<file path="config.mk">
export PLATFORM = sky130hd
export DESIGN_NAME = fetch_queue
export DESIGN_NICKNAME = d
export VERILOG_FILES = /design/src/rtl/fetch_queue.sv
export SDC_FILE = /design/constraint.sdc
export NUM_CORES = 1
export LEC_CHECK = 0
export CAP_MARGIN = 20
export CELL_PAD_IN_SITES_DETAIL_PLACEMENT = 1
export CELL_PAD_IN_SITES_GLOBAL_PLACEMENT = 1
export CORE_MARGIN = 8
export CORE_UTILIZATION = 43
export DETAILED_ROUTE_END_ITERATION = 10
export GPL_TIMING_DRIVEN = 1
export PLACE_DENSITY = 0.74
export SETUP_SLACK_MARGIN = 0.1
export SYNTH_ARGS = -nofsm -noshare
export SYNTH_HDL_FRONTEND = slang
export SYNTH_SLANG_ARGS = --single-unit
</file>
<file path="constraint.sdc">
create_clock -name clk -period 10.5 [get_ports clk]
set_input_delay 3.15 -clock clk [delete_from_list [all_inputs] [get_ports clk]]
set_output_delay 3.15 -clock clk [all_outputs]
set_load 0.005 [all_outputs]
</file>
<file path="src/rtl/fetch_queue.sv">
// fetch_queue: FIFO between the fetch and decode stages.
// Ports: clk, rst (async, active-high); IF_PC/IF_Instruction/IF_Valid from
// fetch; Flush on taken branch; ID_Ready from decode; Freeze back to fetch;
// ID_Valid/ID_PC/ID_Instruction head entry to decode; Count occupancy.
module fetch_queue #(
    parameter int WORD_WIDTH = 32,
    parameter int DEPTH      = 4,
    parameter int ADDR_W     = 2
) (
    input  logic                  clk,
    input  logic                  rst,
    input  logic [WORD_WIDTH-1:0] IF_PC,
    input  logic [WORD_WIDTH-1:0] IF_Instruction,
    input  logic                  IF_Valid,
    input  logic                  Flush,
    input  logic                  ID_Ready,
    output logic                  Freeze,
    output logic                  ID_Valid,
    output logic [WORD_WIDTH-1:0] ID_PC,
    output logic [WORD_WIDTH-1:0] ID_Instruction,
    output logic [ADDR_W:0]       Count
);

    localparam logic [ADDR_W:0] FULL = (ADDR_W + 1)'(DEPTH);

    logic [2*WORD_WIDTH-1:0] storage [DEPTH];
    logic [ADDR_W-1:0]       wr_ptr;
    logic [ADDR_W-1:0]       rd_ptr;
    logic [ADDR_W:0]         count;
    logic                    empty;
    logic                    push;
    logic                    pop;

    assign empty = (count == '0);

    // Freeze comes only from the registered count, so fetch never sees
    // a combinational path through the queue.  A full queue refuses to
    // push even when it pops in the same cycle (one bubble, by design).
    assign Freeze   = (count == FULL);
    assign push     = IF_Valid & ~Freeze & ~Flush;
    assign ID_Valid = ~empty & ~Flush;
    assign pop      = ID_Valid & ID_Ready;

    // Head is presented straight from storage; zero when empty so stale
    // entries never leak out after a flush or reset.
    assign {ID_PC, ID_Instruction} = empty ? '0 : storage[rd_ptr];
    assign Count = count;

    always_ff @(posedge clk or posedge rst) begin
        if (rst) begin
            wr_ptr <= '0;
            rd_ptr <= '0;
            count  <= '0;
        end else if (Flush) begin
            wr_ptr <= '0;
            rd_ptr <= '0;
            count  <= '0;
        end else begin
            if (push) wr_ptr <= wr_ptr + 1'b1;
            if (pop)  rd_ptr <= rd_ptr + 1'b1;
            unique case ({push, pop})
                2'b10:   count <= count + 1'b1;
                2'b01:   count <= count - 1'b1;
                default: count <= count;
            endcase
        end
    end

    // Storage is not cleared by Flush; the zeroed head output hides it.
    always_ff @(posedge clk or posedge rst) begin
        if (rst) begin
            for (int i = 0; i < DEPTH; i++) storage[i] <= '0;
        end else if (push) begin
            storage[wr_ptr] <= {IF_PC, IF_Instruction};
        end
    end

endmodule

</file>
[Word-level counts from Yosys, hierarchy flattened]
Cells that the tools add are included.
Word-level totals
  bits in registers: 263
  input port bits: 69
  output and inout bits: 69
Operators by class
  add/sub/neg operators: 4
  order comparisons: 3
  eq/ne operators: 3
  mux-type cells: 13
  bitwise logic cells: 9
  reduce and logical (&&, ||, !) cells: 5
Operator list (number)
  $bwmux 256: 1
  $mux 64: 4
  $bmux 64 s2: 1
  $demux 64 s2: 1
  $mux 2: 4
  $ge 3x3->1 const B: 2
  $not 2->3: 2
  $pmux 3 s2: 1
  $add 2x1->2 const B: 2
  $and 1x1->1: 4
  $reduce_bool 2->1: 2
  $add 3x1->3 const B: 1
  $eq 3x3->1 const B: 1
  $logic_not 3->1: 1
  $lt 3x1->1 const B: 1
  $mux 3: 1
  $not 1->1: 3
  $reduce_bool 3->1: 1
  $sub 3x1->3 const B: 1
  $eq 2x1->1 const B: 1
  $eq 2x2->1 const B: 1
  $logic_and 1x1->1: 1

[Depth between registers and ports, before layout]
  depth in word-level cells: 7
  gate-level depth with buffers: 7
  mapped depth without buffers: 6

[Worst setup path after synthesis]
No wires, ideal clock.
  kind: input to output
  from: input Flush
  to: output ID_Valid
  data arrival time: 3.479 ns
  setup slack: 3.871 ns
  cell stages on the path: 2
  buffers on the path: 1
  path through: clkbuf_1 nor2_1
On the way
  word-level cells in the longest chain between the ends: 2
RTL lines
  from (decl): RTL line 15  | input logic Flush,
  $not 1->1: RTL line 41  | assign ID_Valid = ~empty & ~Flush;
  $and 1x1->1: RTL line 41
  to (decl): RTL line 18  | output logic ID_Valid,
No other way between the ends.

[Worst setup path in the final report]
Same ends and word-level chain as after synthesis.

==> summary.txt <==
Outcome
  • Status: complete, no violations

Clocking
  • Clk root buf: clkbuf_16
  • TritonCTS Sinks: ~260
  • Worst-path clk slew: 0.05 ns
  • Clock Latency Late Sink: 0.54 ns
  • Post-CTS Setup Bufs: 0
  • H-tree levels: 1
  • CTS tree: built
  • CTS max path bufs: 3
  • Hold_buf cts: 0
  • CTS resizes: 0
  • Total CTS buffers: 30

Min path
  • Min-Delay Path Class: reg -> reg

Logic synthesis
  • Mapped Nets: 828
  • Post-Syn Area: approximately 12000 um^2
  • Unique masters post-synth: 38
  • Cells after synthesis: 754
  • Register area share after synthesis: 53.7%
  • EDFF count, synth: 0
  • Dominant synthesized flop cell: dfrtp_1
  • Syn avg cell area: ~16 um^2
  • Top cell type's share of synthesized area: between 50% and 60%
  • Most numerous cell in the Yosys netlist: dfrtp_1
  • Number of synthesized register bits: 263
  • Ranking of synthesized cells by area: dfrtp_1 (54%), mux2_2 (18%), mux4_2 (12%), mux2_4 (7.3%), nor2b_1 (3.4%)
  • Synth warn: 0
  • Synth top cells by count: dfrtp_1 (263), mux2_2 (192), nor2b_1 (66)
  • Post-synthesis async set-or-reset flop share: 100%
  • Post-synth top area cell: dfrtp_1

Placement
  • I/O Buffers: 137
  • Post-placement cell count: 1230
  • HPWL after detailed placement: approximately 16000 um
  • GP Congestion: 0.720

Global route
  • Tot GR Track Use: 16.5%
  • First-pass GRT wire length: 44900 um
  • Grt ovf: 0
  • Largest net degree at the start of global routing: 171
  • Initial antenna violation count: 1
  • Vias in the first global route: slightly below 8000

Worst setup path
  • Required time worst endpoint: 7.35 ns
  • Critical Path End Type: output port
  • Setup slack, reg-to-reg: 7.51 ns
  • RR Endpoint: storage[189]$_DFFE_PP0P_
  • Critical path origin: Flush
  • Crit path capture: ID_Valid
  • CP Class: in -> out
  • R2r startpoint: Count[0]$_DFFE_PP0P_
  • Reg2reg path depth: 4
  • Crit Path Max Fanout: 11
  • Critical path startpoint category: primary input
  • CP arrival: around 4.5 ns

STA
  • Worst Tran Pin Value: 0.911 ns
  • Max Freq: 131 MHz
  • Worst rel slew slack: about 39%
  • RSZ-0062 raised after global routing: no
  • Slew Viols, Final: 0
  • Setup Viol. Count Final: 0
  • Layout Skew: 0.00672 ns
  • Final Hold Fails: 0
  • Fin crit share: 72.5%
  • Post-layout min period: around 7.6 ns
  • Setup tns final: 0 ns

Cells and area
  • ANT cells: 0
  • Area grow syn2layout: 21.3%
  • Fraction of layout cells with a size suffix above 1: 42.1%
  • Nets: about 950
  • Post-Layout Cell Count: 1284

Power and ir drop
  • Pwr Density: around 220 nW/um^2
  • Maximum VDD drop: 0.196 mV
  • Leakage: 6.34 nW

Route
  • DRT antenna net count: 0
  • Post-Route WL: roughly 27000 um
  • Avg Vias per Cell: 5.30
  • Iteration-0 DRC Markers: ~290
  • Via count: 6807
  • Router iterations before antenna repair: 4
  • Drt wl/cell: 21.4 um
  • DRC viols: 0

Job
  • Max Cap Viol: 0

Die
  • Die Span Y: 185 um
  • Initial Util: 43.2%
  • Die width: 185 um
  • Row Count: 62
  • Core area: around 28000 um^2
  • DIE AREA: about 34000 um^2
  • Top Ports: 138
[critical path: stages]
cell and delay (ns):
clkdlybuf4s50_1 0.61, nor2_1 0.19, clkdlybuf4s50_1 0.52
[sequential cells by signal, indices dropped and copies added (netlist names)]
register  flops
rd_ptr        2
wr_ptr        2
storage     256
Count         3
[logic make-up (layout without fill, tap and decap cells)]
| family | count (synthesis) | count (layout) | share of synthesized area (%) |
|---|---|---|---|
| buf+inv | 58 | 204 | 3.09 |
| compound gates | 16 | 16 | 0.877 |
| simple gates | 89 | 89 | 4.51 |
| xor+xnor | 3 | 3 | 0.214 |
| flops | 263 | 263 | 53.7 |
| mux | 320 | 320 | 37.1 |
| fa+ha+maj | 5 | 5 | 0.571 |
[layout by cell type (no fill, tap or decap), types with 2 or more instances in the layout]
| master | count |
|---|---|
| a21oi_1 | 2 |
| a31oi_1 | 2 |
| buf_4 | 7 |
| bufinv_16 | 2 |
| clkbuf_1 | 8 |
| clkbuf_16 | 31 |
| clkbuf_8 | 8 |
| clkdlybuf4s50_1 | 137 |
| clkinv_2 | 5 |
| dfrtp_1 | 261 |
| dfrtp_4 | 2 |
| ha_1 | 4 |
| inv_1 | 4 |
| mux2_1 | 4 |
| mux2_2 | 192 |
| mux2_4 | 60 |
| mux4_2 | 64 |
| nand3_1 | 4 |
| nand3_4 | 3 |
| nor2_1 | 7 |
| nor2b_1 | 66 |
| o21ai_0 | 4 |
| xor2_1 | 2 |
[metal layers]
metal / wire length, um / global-route usage (%)
met1: 12200 / 22.5
met2: 13500 / 27.3
met4: 412 / 3.46
met5: 13 / 0
met3: 1360 / 3.06
[where the power goes]
part | internal (mW) | switching [mW]
logic | 0.547 | 0.247
clock network | 0.642 | 0.397
registers | 1.30 | 0.165
[final cells by class]
class	instances	area (um^2)
repair buffers	145	1440
fillers	2725	13500
clock buffers	47	916
multi-input cells	433	5330
well taps	384	480
clock inverters	7	85.1
inverters	5	26.3
flip-flops and latches	263	6590
[how the worst min path moves through the flow]
stage / start / end / depth (start not counted)
2_1_floorplan: storage[188]$_DFFE_PP0P_ / storage[188]$_DFFE_PP0P_ / 1
3_3_place_gp: storage[188]$_DFFE_PP0P_ / storage[188]$_DFFE_PP0P_ / 1
3_5_place_dp: storage[191]$_DFFE_PP0P_ / storage[191]$_DFFE_PP0P_ / 1
4_1_cts: storage[191]$_DFFE_PP0P_ / storage[191]$_DFFE_PP0P_ / 1
5_1_grt: storage[205]$_DFFE_PP0P_ / storage[205]$_DFFE_PP0P_ / 1
6_report: storage[191]$_DFFE_PP0P_ / storage[191]$_DFFE_PP0P_ / 1
[metrics by stage]
| stage | utilization, % | worst slack, ns | power (mW) | hold slack [ns] | cell area (um^2) |
|---|---|---|---|---|---|
| finish | 52.4 | 2.88 | 3.29 | 0.486 | 14900 |
| global route | 52.4 | 2.82 | 3.47 | 0.515 | 14900 |
| CTS | 52.4 | 2.89 | 3.35 | 0.489 | 14900 |
| detailed placement | 48.9 | 2.91 | 2.28 | 0.481 | 13900 |
| global placement | 48.9 | 2.87 | 2.24 | 0.469 | 13900 |
| floorplan | - | 0.110 | 1.99 | 0.453 | 12300 |
Note: power is estimated with default switching activity, not from simulation.
